===== src/rtl/vga_pkg.sv =====
`default_nettype none
// ============================================================================
// Package : vga_pkg
// Brief   : Shared VGA timing, colour and glyph constants plus small helpers
//           used by the digit overlay and its BCD counter.
// Rev     : 1.0  initial release
// ============================================================================
package vga_pkg;

  // 640x480@60 timing, in pixel clocks / lines
  localparam int H_ACTIVE = 640;
  localparam int H_FP     = 16;
  localparam int H_SYNC   = 96;
  localparam int H_BP     = 48;
  localparam int H_TOTAL  = H_ACTIVE + H_FP + H_SYNC + H_BP;
  localparam int V_ACTIVE = 480;
  localparam int V_FP     = 10;
  localparam int V_SYNC   = 2;
  localparam int V_BP     = 33;
  localparam int V_TOTAL  = V_ACTIVE + V_FP + V_SYNC + V_BP;

  // RGB444 pixel
  localparam int RGB_W = 12;
  typedef logic [RGB_W-1:0] rgb_t;
  localparam rgb_t COLOR_WHITE = 12'hFFF;
  localparam rgb_t COLOR_BLACK = 12'h000;

  // Glyph geometry: one ROM word per glyph row, MSB is the leftmost pixel
  localparam int GLYPH_W = 12;
  localparam int GLYPH_H = 16;

  // One BCD digit
  localparam int BCD_W = 4;
  typedef logic [BCD_W-1:0] bcd_t;

  // Sync/enable bundle carried down the pixel pipeline
  typedef struct packed {
    logic de;
    logic hs;
    logic vs;
  } sync_t;

  // Blanked, syncs inactive (active-low)
  localparam sync_t SYNC_IDLE = '{de: 1'b0, hs: 1'b1, vs: 1'b1};

  // Next BCD digit value; 9 (or any illegal code) rolls over to 0
  function automatic bcd_t bcd_next(input bcd_t d);
    return (d >= 4'd9) ? 4'd0 : d + 4'd1;
  endfunction

endpackage
`default_nettype wire


===== src/rtl/bcd_counter.sv =====
`default_nettype none
// ============================================================================
// Module : bcd_counter
// Brief  : N-digit BCD up-counter with ripple carry; digit 0 is the least
//          significant and sits in value[3:0]. Wraps from all-nines to zero.
// Rev    : 1.0  initial release
// ============================================================================
module bcd_counter
  import vga_pkg::*;
#(
  parameter int N_DIGITS = 4
) (
  input  logic                      clk,
  input  logic                      rst,
  input  logic                      inc,
  output logic [BCD_W*N_DIGITS-1:0] value
);

  bcd_t                r_digit [N_DIGITS];
  logic [N_DIGITS-1:0] w_carry;

  // The increment request enters at the least significant digit
  assign w_carry[0] = inc;

  for (genvar i = 0; i < N_DIGITS; i++) begin : g_digit
    // Each digit advances when a carry reaches it
    always_ff @(posedge clk) begin
      if (rst) begin
        r_digit[i] <= '0;
      end else if (w_carry[i]) begin
        r_digit[i] <= bcd_next(r_digit[i]);
      end
    end

    assign value[BCD_W*i +: BCD_W] = r_digit[i];

    if (i < N_DIGITS - 1) begin : g_carry
      assign w_carry[i+1] = w_carry[i] & (r_digit[i] == 4'd9);
    end
  end

endmodule
`default_nettype wire


===== src/rtl/vga_digit_overlay.sv =====
`default_nettype none
// ============================================================================
// Module : vga_digit_overlay
// Brief  : Overlays a BCD seconds counter, rendered from an external font
//          ROM, onto the VGA pixel stream. Fixed 3-clock latency from the
//          timing inputs to rgb and the delayed syncs.
// Rev    : 1.0  initial release
// ============================================================================
module vga_digit_overlay #(
  parameter int           ADDR_WIDTH = 8,
  parameter int           DATA_WIDTH = vga_pkg::GLYPH_W,
  parameter int           GLYPH_H    = vga_pkg::GLYPH_H,
  parameter int           N_DIGITS   = 4,
  parameter int           X0         = 280,
  parameter int           Y0         = 232,
  parameter vga_pkg::rgb_t FG        = vga_pkg::COLOR_WHITE,
  parameter vga_pkg::rgb_t BG        = vga_pkg::COLOR_BLACK
) (
  input  logic                  clk,
  input  logic                  rst,
  input  logic                  tick,
  input  logic [9:0]            x,
  input  logic [9:0]            y,
  input  logic                  de,
  input  logic                  hs,
  input  logic                  vs,
  output logic [ADDR_WIDTH-1:0] outaddr,
  input  logic [DATA_WIDTH-1:0] q,
  output vga_pkg::rgb_t         rgb,
  output logic                  hs_o,
  output logic                  vs_o,
  output logic                  de_o
);
  import vga_pkg::*;

  localparam int COL_W = $clog2(DATA_WIDTH);
  localparam int DIG_W = (N_DIGITS > 1) ? $clog2(N_DIGITS) : 1;
  localparam int ROW_W = $clog2(GLYPH_H);
  localparam int VAL_W = BCD_W * N_DIGITS;

  localparam logic [9:0]       C_X_LO     = 10'(X0);
  localparam logic [9:0]       C_X_HI     = 10'(X0 + N_DIGITS * DATA_WIDTH);
  localparam logic [9:0]       C_Y_LO     = 10'(Y0);
  localparam logic [9:0]       C_Y_HI     = 10'(Y0 + GLYPH_H);
  localparam logic [COL_W-1:0] C_COL_LAST = COL_W'(DATA_WIDTH - 1);
  localparam logic [DIG_W-1:0] C_DIG_LAST = DIG_W'(N_DIGITS - 1);

  // Counter and frame-stable copy of it
  logic [VAL_W-1:0]      w_counter;
  logic [VAL_W-1:0]      r_shown;
  logic                  r_vs_prev;

  // Stage 0: position decode
  logic                  w_in_box;
  logic                  w_at_start;
  logic [COL_W-1:0]      w_cur_col;
  logic [DIG_W-1:0]      w_cur_dig;
  logic [ROW_W-1:0]      w_row;
  bcd_t                  w_bcd;
  bcd_t                  w_bcd_safe;
  logic [ADDR_WIDTH-1:0] w_addr;
  logic [COL_W-1:0]      r_col;
  logic [DIG_W-1:0]      r_dig;

  // Stages 1..3
  logic [ADDR_WIDTH-1:0] r_outaddr;
  logic [COL_W-1:0]      r_col1;
  logic [COL_W-1:0]      r_col2;
  logic                  r_in1;
  logic                  r_in2;
  sync_t                 r_sync1;
  sync_t                 r_sync2;
  sync_t                 r_sync3;
  logic                  w_pix;
  rgb_t                  w_rgb_next;
  rgb_t                  r_rgb;

  bcd_counter #(
    .N_DIGITS (N_DIGITS)
  ) u_counter (
    .clk   (clk),
    .rst   (rst),
    .inc   (tick),
    .value (w_counter)
  );

  // Latch the counter on the first cycle vs is seen low so a frame never tears
  always_ff @(posedge clk) begin
    if (rst) begin
      r_vs_prev <= 1'b1;
      r_shown   <= '0;
    end else begin
      r_vs_prev <= vs;
      if (r_vs_prev && !vs) begin
        r_shown <= w_counter;
      end
    end
  end

  // Box test and current column/digit; the box's left edge restarts both
  always_comb begin
    w_in_box   = (x >= C_X_LO) && (x < C_X_HI) && (y >= C_Y_LO) && (y < C_Y_HI);
    w_at_start = (x == C_X_LO);
    w_cur_col  = w_at_start ? '0 : r_col;
    w_cur_dig  = w_at_start ? '0 : r_dig;
    w_row      = ROW_W'(y - C_Y_LO);
  end

  // Advance the column/digit position for the next pixel inside the box
  always_ff @(posedge clk) begin
    if (rst) begin
      r_col <= '0;
      r_dig <= '0;
    end else if (w_in_box) begin
      if (w_cur_col == C_COL_LAST) begin
        r_col <= '0;
        r_dig <= (w_cur_dig == C_DIG_LAST) ? '0 : w_cur_dig + DIG_W'(1);
      end else begin
        r_col <= w_cur_col + COL_W'(1);
        r_dig <= w_cur_dig;
      end
    end
  end

  // Pick the displayed digit (leftmost = most significant) and form its row address
  always_comb begin
    w_bcd = '0;
    for (int i = 0; i < N_DIGITS; i++) begin
      if (w_cur_dig == DIG_W'(i)) begin
        w_bcd = r_shown[BCD_W*(N_DIGITS-1-i) +: BCD_W];
      end
    end
    // Illegal codes are forced to glyph 0 so the address stays inside the ROM
    w_bcd_safe = (w_bcd > 4'd9) ? '0 : w_bcd;
    w_addr     = ADDR_WIDTH'({w_bcd_safe, {ROW_W{1'b0}}}) + ADDR_WIDTH'(w_row);
  end

  // Stage 1: ROM address plus the position tags that travel with it
  always_ff @(posedge clk) begin
    if (rst) begin
      r_outaddr <= '0;
      r_col1    <= '0;
      r_in1     <= 1'b0;
      r_sync1   <= SYNC_IDLE;
    end else begin
      r_outaddr <= w_in_box ? w_addr : '0;
      r_col1    <= w_cur_col;
      r_in1     <= w_in_box;
      r_sync1   <= '{de: de, hs: hs, vs: vs};
    end
  end

  // Stage 2: wait alongside the ROM's registered read
  always_ff @(posedge clk) begin
    if (rst) begin
      r_col2  <= '0;
      r_in2   <= 1'b0;
      r_sync2 <= SYNC_IDLE;
    end else begin
      r_col2  <= r_col1;
      r_in2   <= r_in1;
      r_sync2 <= r_sync1;
    end
  end

  // Select the glyph pixel (MSB is leftmost) and choose the colour
  always_comb begin
    w_pix = q[C_COL_LAST - r_col2];
    if (!r_sync2.de) begin
      w_rgb_next = '0;
    end else if (r_in2 && w_pix) begin
      w_rgb_next = FG;
    end else begin
      w_rgb_next = BG;
    end
  end

  // Stage 3: registered colour and the matching syncs
  always_ff @(posedge clk) begin
    if (rst) begin
      r_rgb   <= '0;
      r_sync3 <= SYNC_IDLE;
    end else begin
      r_rgb   <= w_rgb_next;
      r_sync3 <= r_sync2;
    end
  end

  assign outaddr = r_outaddr;
  assign rgb     = r_rgb;
  assign de_o    = r_sync3.de;
  assign hs_o    = r_sync3.hs;
  assign vs_o    = r_sync3.vs;

endmodule
`default_nettype wire


===== config.mk =====
export PLATFORM = sky130hd
export DESIGN_NAME = vga_digit_overlay
export DESIGN_NICKNAME = d
export VERILOG_FILES = /design/src/rtl/vga_pkg.sv /design/src/rtl/bcd_counter.sv /design/src/rtl/vga_digit_overlay.sv
export SDC_FILE = /design/constraint.sdc
export NUM_CORES = 1
export LEC_CHECK = 0
export ABC_AREA = 1
export CAP_MARGIN = 20
export CORE_ASPECT_RATIO = 0.75
export CORE_MARGIN = 1
export CORE_UTILIZATION = 48
export CTS_BUF_LIST = sky130_fd_sc_hd__clkbuf_4
export DETAILED_ROUTE_END_ITERATION = 6
export PLACE_DENSITY = 0.78
export SYNTH_ARGS = -nofsm -noshare
export SYNTH_HDL_FRONTEND = slang
export SYNTH_SLANG_ARGS = --single-unit

===== constraint.sdc =====
create_clock -name clk -period 2.3 [get_ports clk]
set_clock_uncertainty 0.2 [all_clocks]
set_input_delay 0.575 -clock clk [delete_from_list [all_inputs] [get_ports clk]]
set_output_delay 0.575 -clock clk [all_outputs]
set_load 0.05 [all_outputs]

Word level (Yosys, flattened, before mapping). Memory sizes are Yosys's and may differ from the RTL's. Index checks and enable logic that the tools add are counted.

Add/sub/neg operators: 9. Multipliers: 0. Divide/modulo/power cells: 0. $lt $le $gt $ge: 10. Equal/unequal tests: 8. Shifts and indexed selects: 0. Muxes and demuxes: 35. Bitwise gates (word level): 9. Reductions and logical operators: 9.

Operators by type and width (count): $mux 4 (15); $add 4x1->4 const B (5); $eq 4x4->1 const B (4); $ge 4x4->1 const B (4); $mux 1 (15); $mux 12 (1); $eq 10x9->1 const B (1); $ge 10x8->1 const B (1); $ge 10x9->1 const B (1); $lt 10x8->1 const B (1); $lt 10x9->1 const B (1); $add 8x4->8 (1); $mux 2 (3); $logic_and 1x1->1 (5); $lt 4x5->1 const B (1); $bmux 1 s4 (1); $eq 2x2->1 const B (2); $gt 4x4->1 const B (1); $or 1x1->1 (4); $reduce_or 2->1 (2); $sub 4x4->4 const A (1); $sub 4x4->4 const B (1); $and 1x1->1 (3); $add 2x1->2 const B (1); 4 further kinds (5).

Bits in registers: 61. Bits in latches: 0. RAM bits: 16. ROM bits: 0. Input bits: 38. Output and inout port bits: 23. Word-level logic and storage cells: 99. Memories kept: 1.

Memories: u_counter.r_digit (depth 4, width 4, read ports 4, clocked after memory_dff 0, write ports 4, line bcd_counter.sv:19) `bcd_t r_digit [N_DIGITS];`.

Depth between registers and ports, before layout. Gate-level depths: netlist (run 1).

Word-level depth: 10. Gate-level depth with buffers: 17. Gate-level depth less buffers: 17.

Cells and area by module. A second synthesis (run 1) with hierarchy kept.

Cell total of the unflattened synthesis: 414. Area total of the unflattened synthesis: 3246.9 sq um.

By module, submodules not included: vga_digit_overlay (times used 1, cells an instance 310, area each 2233.4 sq um, seq. area each 1001.0 sq um); bcd_counter (times used 1, cells an instance 104, area each 1013.5 sq um, seq. area each 480.5 sq um).

Least setup slack after synthesis (run 1). OpenSTA, ideal clock, no wires.

Kind: input -> register. Start: in x[5]. End: reg r_outaddr[5] (netlist: outaddr[5]). Library setup time: 0.121 ns. Arrival time: 2.016 ns. Required time: 1.979 ns. Setup slack: -0.037 ns. Cell stages on the path: 17. Buffers on the path: 0. Cell sequence: inv_1 nand2_1 nor2_1 nand3_2 nand2_1 inv_1 ha_1 inv_1 nand3_1 o21ai_0 nand2_1 nand2_1 o21ai_0 inv_1 nand2_1 nand2_1 nor2_1.

Word-level cells in the longest chain between the ends: 10. Elaborated cells between the ends (all ways): 20. Those cells by class: add/sub: 1; order compare: 3; eq/ne: 4; mux: 6; bitwise: 1; reduce/logical: 5.

RTL lines: start: declaration (line vga_digit_overlay.sv:22) `input logic [9:0] x,`; $eq 10x9->1 (line vga_digit_overlay.sv:103) `w_at_start = (x == C_X_LO);`; $mux 2 (line vga_digit_overlay.sv:105) `w_cur_dig = w_at_start ? '0 : r_dig;`; $logic_not 2->1 (line vga_digit_overlay.sv:129) `if (w_cur_dig == DIG_W'(i)) begin`; $mux 4 (4 in a row) (line vga_digit_overlay.sv:129); $gt 4x4->1 (line vga_digit_overlay.sv:134) `w_bcd_safe = (w_bcd > 4'd9) ? '0 : w_bcd;`; $mux 4 (line vga_digit_overlay.sv:134); $add 8x4->8 (line vga_digit_overlay.sv:135) `w_addr = ADDR_WIDTH'({w_bcd_safe, {ROW_W{1'b0}}}) + ADDR_WIDTH'(w_row);`; end signal: assignment (line vga_digit_overlay.sv:146) `r_outaddr <= w_in_box ? w_addr : '0;`; end: declaration (line vga_digit_overlay.sv:66) `logic [ADDR_WIDTH-1:0] r_outaddr;`.

Parallel ways exist; a longest one is shown, timed or not. A chain may end at the register's enable or synchronous reset.

Worst setup path after layout (run 1).
Start: in x[4]. End: reg r_outaddr[7] (netlist: outaddr[7]).

Same word-level chain as after synthesis.

==> out/qor.txt, run 1 <==
Outcome: complete, no violations
Vias after detailed routing: 2654
Number of core rows: 24
Total routed wirelength: 6350 µm
Total GRT Usage: 0.203
Switching power of the nets: 0.533 mW
Proportion of synthesized chip area in sequential cells: 0.477
Count of clock tree sinks: 66
Initial detailed-routing violation count: 91
Simple-Gate Fraction of Synth Area: 0.207
Half-perimeter wire length of the detailed placement result: 4720 µm
Sw Ratio: 0.241
Post-synthesis adder-cell area fraction: 0.0685
Length of the first detailed-routing pass in iterations: 4
Via count of the first global-routing pass: 2468
Cell taking the most area after synthesis: dfxtp_1
RSZ-0062 raised after global routing: no
Synth Area in Compound Gates: 0.110
Minimum hold slack: 0.214 ns
Crit path arrival time: 2.23 ns
FMAX: 0.471 GHz
Total count of max-transition violations in the final report: 0
Overall power after layout: 2.21 mW
H-tree Lvls: 3
Internal portion of total power: 1.68 mW
Slowest library cell on the worst path: dlygate4sd2_1
Number of buffer cells added on primary ports: 60
Cts bufs inserted: 9
GRT overflow: 0
Number of hold violations in the final report: 0
Min-delay worst type: flip-flop to flip-flop
Register bit count reported by yosys: 66
Cells after Synth: 387
CTS tree: built
Post-synthesis mux area share: 0
Required time at the worst-slack endpoint: 2.41 ns
Leakage power total: 1.91 nW
Routed wire length per instance: 11.6 µm
MaxCap Viol Count: 0
# IOs: 61
CP startpoint kind: primary input
Die height: 71.7 µm
Worst R2R Setup Slack: 0.30 ns
Synth top area share: 0.322
Final worst-path cycle share: 0.923
DRT antenna net count: 0
Nature of the critical path endpoint: flip-flop
Worst VDD drop: 0.465 mV
Clock Power Share: 0.331
Insertion delay to the later sink of the worst-skew pair: 0.41 ns
Number of buffers and inverters on the critical path: 4
Share of cells above drive strength 1: 0.189
Antenna violations before repair: 0
Distinct cell type count after synthesis: 27
Combinational group share of total power: 0.101
Warning count from the yosys run: 0
Post-CTS clock slew at the launch and capture registers of the worst setup and hold paths: 0.10 ns
Area Growth Syn to Fin: 32.6%
Via/cell ratio: 4.84
Headroom to the max-slew limit: 0.662
Worst path setup slack after routing: 0.177 ns
Largest incremental delay on the critical path: 0.24 ns
Final weighted congestion of routability-driven global placement: 0.799
First-pass GRT wire length: 10600 µm
Core box area: 6040 µm²
Number of setup violations in the final report: 0
Worst Max-Slew Pin Slew: 0.509 ns
Critical path's most frequent cell: nand2_2
XOR/XNOR share of the synthesized area: 0.0254
Fill cell count: 505
Die outline width: 94.9 µm
Utilization of the core after routing: 0.682
Ranking of synthesized cells by area: dfxtp_1, edfxtp_1, nor2_1
Area of the mapped netlist: 3110 µm²
Maximum number of pins on one net before global-route repair: 24
Portion of total power attributed to sequential cells: 0.568
Cell chosen for the clock root: clkbuf_4
Cell family with most CP delay: simple AND/OR/NAND/NOR gates
Critical path peak fanout: 7
Number of nets at the end of the flow: 520
Syn_area_per_cell: 8.02 µm²
Initial Util: 0.515
Sum of negative setup slack: 0 ns
Worst setup slack before clock tree synthesis: -0.567 ns
WS Path Type: primary input to flip-flop
Synthesized Nets: 442
List of cells traversed by the critical path: dlygate4sd2_1 > nand2_2 > nor2_2 > nand3_4 > nand2_4 > inv_4 > ha_4 > inv_6 > nand3_1 > o21ai_1 > nand2_1 > nand2_1 > o21ai_2 > inv_1 > nand2_2 > nand2_2 > nor2_2
Tmin final: 2.12 ns
# DRC: 0
Dominant combinational cell family by area after synthesis: simple AND/OR/NAND/NOR gates
DIE AREA: 6800 µm²
Pwr per Cell Area: 537 nW/µm²
Longest Clk Path Bufs: 2
Number of diodes: 0
cells in the mapped netlist:
| library cell | instances |
|---|---|
| a21oi_1 | 17 |
| a21oi_2 | 2 |
| buf_2 | 3 |
| buf_4 | 11 |
| clkbuf_1 | 3 |
| clkinv_1 | 2 |
| dfxtp_1 | 50 |
| edfxtp_1 | 16 |
| ha_1 | 17 |
| inv_1 | 61 |
| nand2_1 | 43 |
| nand2_2 | 1 |
| nand3_1 | 10 |
| nand3_2 | 2 |
| nand3b_1 | 1 |
| nand4_1 | 6 |
| nor2_1 | 76 |
| nor2_2 | 1 |
| nor2_4 | 2 |
| nor3_1 | 2 |
| o211ai_1 | 3 |
| o21ai_0 | 42 |
| o31ai_1 | 1 |
| or2_0 | 1 |
| or2_2 | 5 |
| xnor2_1 | 5 |
| xor2_1 | 4 |
cells in the final DEF (no fill, tap or decap), drive strengths merged, types with 3 or more instances in the layout:
cell / synthesis / routed
dlymetal6s2s: 0 / 11
or2: 6 / 6
edfxtp: 16 / 16
nand3: 12 / 12
xor2: 4 / 4
nand2: 44 / 44
dlygate4sd2: 0 / 10
nor2: 79 / 79
o211ai: 3 / 3
clkbuf: 3 / 10
clkinv: 2 / 7
xnor2: 5 / 5
buf: 14 / 36
nand4: 6 / 6
dfxtp: 50 / 50
ha: 17 / 17
o21ai: 42 / 42
a21oi: 19 / 19
inv: 61 / 61
clkdlybuf4s50: 0 / 27
metal layers:
metal,share of wire,track usage,vias up
met1,0.46,0.263,1201
li1,-,-,1369
met3,0.080,0.0775,4
met2,0.45,0.317,80
met4,0.0090,0.0522,0
met5,0,0,-
worst paths after layout:
| kind | cells after the start | to | startpoint |
|---|---|---|---|
| min | 2 | r_col2[2]$_SDFF_PP0_ | r_col1[2]$_SDFF_PP0_ |
| min reg2reg | 2 | r_col2[2]$_SDFF_PP0_ | r_col1[2]$_SDFF_PP0_ |
| max | 17 | outaddr[7]$_SDFF_PP0_ | x[4] |
| max reg2reg | 9 | u_counter.r_digit[1][6]$_SDFFCE_PP0P_ | u_counter.r_digit[0][1]$_SDFFCE_PP0P_ |
metrics by stage:
step / cell area, µm² / instances
2_1_floorplan: 3110 / 387
3_3_place_gp: 3810 / 527
3_5_place_dp: 3810 / 527
4_1_cts: 3980 / 545
5_1_grt: 4120 / 548
6_report: 4120 / 548
state kept, by name, indices dropped and copies added, names as in the netlist:
register           count
r_in2                  1
r_shown               16
r_col                  4
outaddr                8
hs_o                   1
r_dig                  2
rgb                    1
u_counter.r_digit     16
vs_o                   1
de_o                   1
r_col1                 4
r_sync2                3
r_col2                 4
r_sync1                3
r_in1                  1
power groups by stage:
stage | Combinational (mW) | Clock [mW] | Sequential, mW
final | 0.224 | 0.731 | 1.26
after global routing | 0.251 | 0.804 | 1.26
after CTS | 0.222 | 0.741 | 1.26
after detailed placement | 0.217 | 0 | 1.28
after global placement | 0.210 | 0 | 1.28
after floorplan | 0.106 | 0 | 1.28
cell type report:
type | count | area [µm²] | share of cell area
clock inverters | 6 | 57.6 | 0.0140
inverters | 63 | 244 | 0.0593
flip-flops and latches | 66 | 1480 | 0.360
well taps | 78 | 97.6 | 0.0237
clock buffers | 10 | 75.1 | 0.0182
repair buffers | 84 | 769 | 0.187
multi-input cells | 241 | 1390 | 0.338
kinds of logic after synthesis:
kind of cell,count (synthesis)
AOI/OAI and AO/OA,65
xor gates and xnor gates,9
adders and majority gates,17
buffers and inverters,80
DFF,66
and+or+nand+nor,150
worst min-delay path: stages, from the launching register on:
cell	delay (ns)
dfxtp_1	0.31
inv_1	0.04
nor2_1	0.03
what timing repair did:
| item | in CTS | in global routing |
|---|---|---|
| pin swaps | 4 | 15 |
| hold buffers | 0 | 0 |
| setup endpoints to repair | 17 | 10 |
| setup buffers | 2 | 3 |
| gates resized for setup | 26 | 37 |
Power figures use the tool's default switching activity.
==> run 2: changes to the inputs <==
Settings changed: CORE_ASPECT_RATIO 0.75 to not set.
==> run 2 against run 1 <==
Against the previous run:
- non-clock buffer count fell by 6
- fmax fell by 8.7%
- the run now ends with setup timing left
- first-iteration DRC count fell by 6.6%
- hold slack got worse by 0.0047 ns
- global-route usage rose by 0.093 points
- via count fell by 0.38%
- critical path type unchanged
- routed wire length rose by 2.2%
- register-to-register slack barely moved
- final cell count fell by 1.6%
- setup slack got worse by 0.20 ns
- cell area rose by 0.15%
- sequential share of layout area fell by 0.055 points
==> out/qor.txt, run 2 (synthesis gave the netlist of run 1 again) <==
Cts bufs inserted: 9 (unchanged)
Insertion delay to the later sink of the worst-skew pair: 0.42 ns (about the same)
Total count of max-transition violations in the final report: 0 (unchanged)
Length of the first detailed-routing pass in iterations: 4 (unchanged)
Post-Place Cells: 521 (-1.1%)
Violated checks: setup timing
Number of diodes: 0 (unchanged)
First-pass GRT wire length: 10300 µm (-2.9%)
Initial Util: 0.509 (-0.00507)
Half-perimeter wire length of the detailed placement result: 4600 µm (-2.6%)
Worst VDD drop: 0.372 mV (-20%)
Area Growth Syn to Fin: 32.8%
Required time at the worst-slack endpoint: 2.45 ns (+0.04 ns)
Core box area: 6100 µm² (+1.0%)
DRT antenna net count: 0 (unchanged)
Via count of the first global-routing pass: 2429 (-1.6%)
Number of setup violations in the final report: 3 (+3)
Nature of the critical path endpoint: flip-flop
Post-CTS clock slew at the launch and capture registers of the worst setup and hold paths: 0.11 ns (about the same)
Pwr per Cell Area: 596 nW/µm² (+11%)
Worst path setup slack after routing: -0.0244 ns (-0.202 ns)
Count of clock tree sinks: 66 (unchanged)
Number of core rows: 28 (+17%)
Most common cell after layout, fill and taps aside: nor2_1
MaxCap Viol Count: 0 (unchanged)
Vias after detailed routing: 2644 (-0.38%)
Number of hold violations in the final report: 0 (unchanged)
Crit path arrival time: 2.48 ns (+0.25 ns)
Final weighted congestion of routability-driven global placement: 0.946 (+18%)
Total GRT Usage: 0.204 (+0.000935)
CTS tree: built
Final worst-path cycle share: 1.01 (+0.0876)
Die outline width: 82.4 µm (-13%)
H-tree Lvls: 3 (unchanged)
Cell chosen for the clock root: clkbuf_4
Most used cells in the layout excluding fill and tap cells: nor2_1, inv_1, dfxtp_1
Via/cell ratio: 4.91 (+1.3%)
Headroom to the max-slew limit: 0.663 (+0.00160)
Total routed wirelength: 6480 µm (+2.2%)
Critical path peak fanout: 4 (-3)
GRT overflow: 0 (unchanged)
Maximum number of pins on one net before global-route repair: 24 (unchanged)
Overall power after layout: 2.46 mW (+11%)
WS Path Type: primary input to flip-flop
Post-route non-filler standard cell count: 539 (-1.6%)
Routed wire length per instance: 12.0 µm (+3.9%)
Min-delay worst type: flip-flop to flip-flop
Initial detailed-routing violation count: 85 (-6.6%)
Outcome: finished with violations
CP startpoint kind: primary input
Hold bufs inserted after CTS: 0 (unchanged)
Share of cells above drive strength 1: 0.179 (-0.0105)
Number of nets at the end of the flow: 514 (-1.2%)
Longest Clk Path Bufs: 2 (unchanged)
Number of buffer cells added on primary ports: 60 (unchanged)
Antenna violations before repair: 0 (unchanged)
# DRC: 0 (unchanged)
Worst Max-Slew Pin Slew: 0.507 ns (-0.00240 ns)
Leakage power total: 1.88 nW (-1.2%)
Die height: 82.4 µm (+15%)
Tmin final: 2.32 ns (+0.202 ns)
DIE AREA: 6800 µm² (about the same)
FMAX: 0.430 GHz (-8.7%)
# IOs: 61 (unchanged)
Sum of negative setup slack: -0.0616 ns (-0.0616 ns)
run 2: worst max-delay path, cell delays in order:
cell and delay, ns:
clkdlybuf4s50_1 0.44, nor2_4 0.14, nand3_4 0.12, nand2_4 0.14, ha_4 0.17, nand2_2 0.06
nand2_2 0.06, o21ai_1 0.06, o21ai_1 0.21, o21ai_1 0.15, buf_4 0.15, buf_4 0.12
nor2_1 0.08
run 2: final cells by class:
| class | count | area [µm²] |
|---|---|---|
| inverter | 63 | 244 |
| clock inverter | 7 | 118 |
| fill | 477 | 1970 |
| tap | 75 | 93.8 |
| clock buffer | 9 | 67.6 |
| sequential | 66 | 1480 |
| multi-input combinational | 241 | 1400 |
| timing repair buffer | 78 | 718 |
run 2: through the flow:
stage                util  setup slack, ns  hold slack (ns)  instance area (µm²)
global route        0.677          -0.0992            0.226                 4120
floorplan               -           0.0385            0.188                 3110
CTS                 0.651         -0.00635            0.212                 3970
global placement    0.621           -0.400            0.190                 3780
detailed placement  0.621           -0.529            0.194                 3780
finish              0.677          -0.0244            0.209                 4120
run 2: what timing repair did:
item                       4_1_cts  5_1_grt
buffers inserted                 0        2
gates resized for setup         19       42
setup endpoints to repair       15        6
pin swaps                        5       18
run 2: where the power goes:
part | internal (mW) | switching (mW) | total (mW)
sequential | 1.23 | 0.0289 | 1.26
clock | 0.548 | 0.427 | 0.975
combinational | 0.115 | 0.111 | 0.225
total | 1.89 | 0.567 | 2.46
run 2: metal layers:
metal	part of all wire	GRT usage	vias up
li1	-	-	1357
met1	0.43	0.230	1196
met2	0.49	0.359	74
met3	0.055	0.0440	17
met4	0.028	0.104	0
met5	0	0	-
run 2: path summary, 6_finish.rpt:
check	from	depth (start not counted)	end	slack (ns)
min	r_col1[3]$_SDFF_PP0_	2	r_col2[3]$_SDFF_PP0_	0.21
max	x[9]	13	outaddr[5]$_SDFF_PP0_	-0.02
max reg2reg	u_counter.r_digit[0][1]$_SDFFCE_PP0P_	9	u_counter.r_digit[1][4]$_SDFFCE_PP0P_	0.31
min reg2reg	r_col1[3]$_SDFF_PP0_	2	r_col2[3]$_SDFF_PP0_	0.21
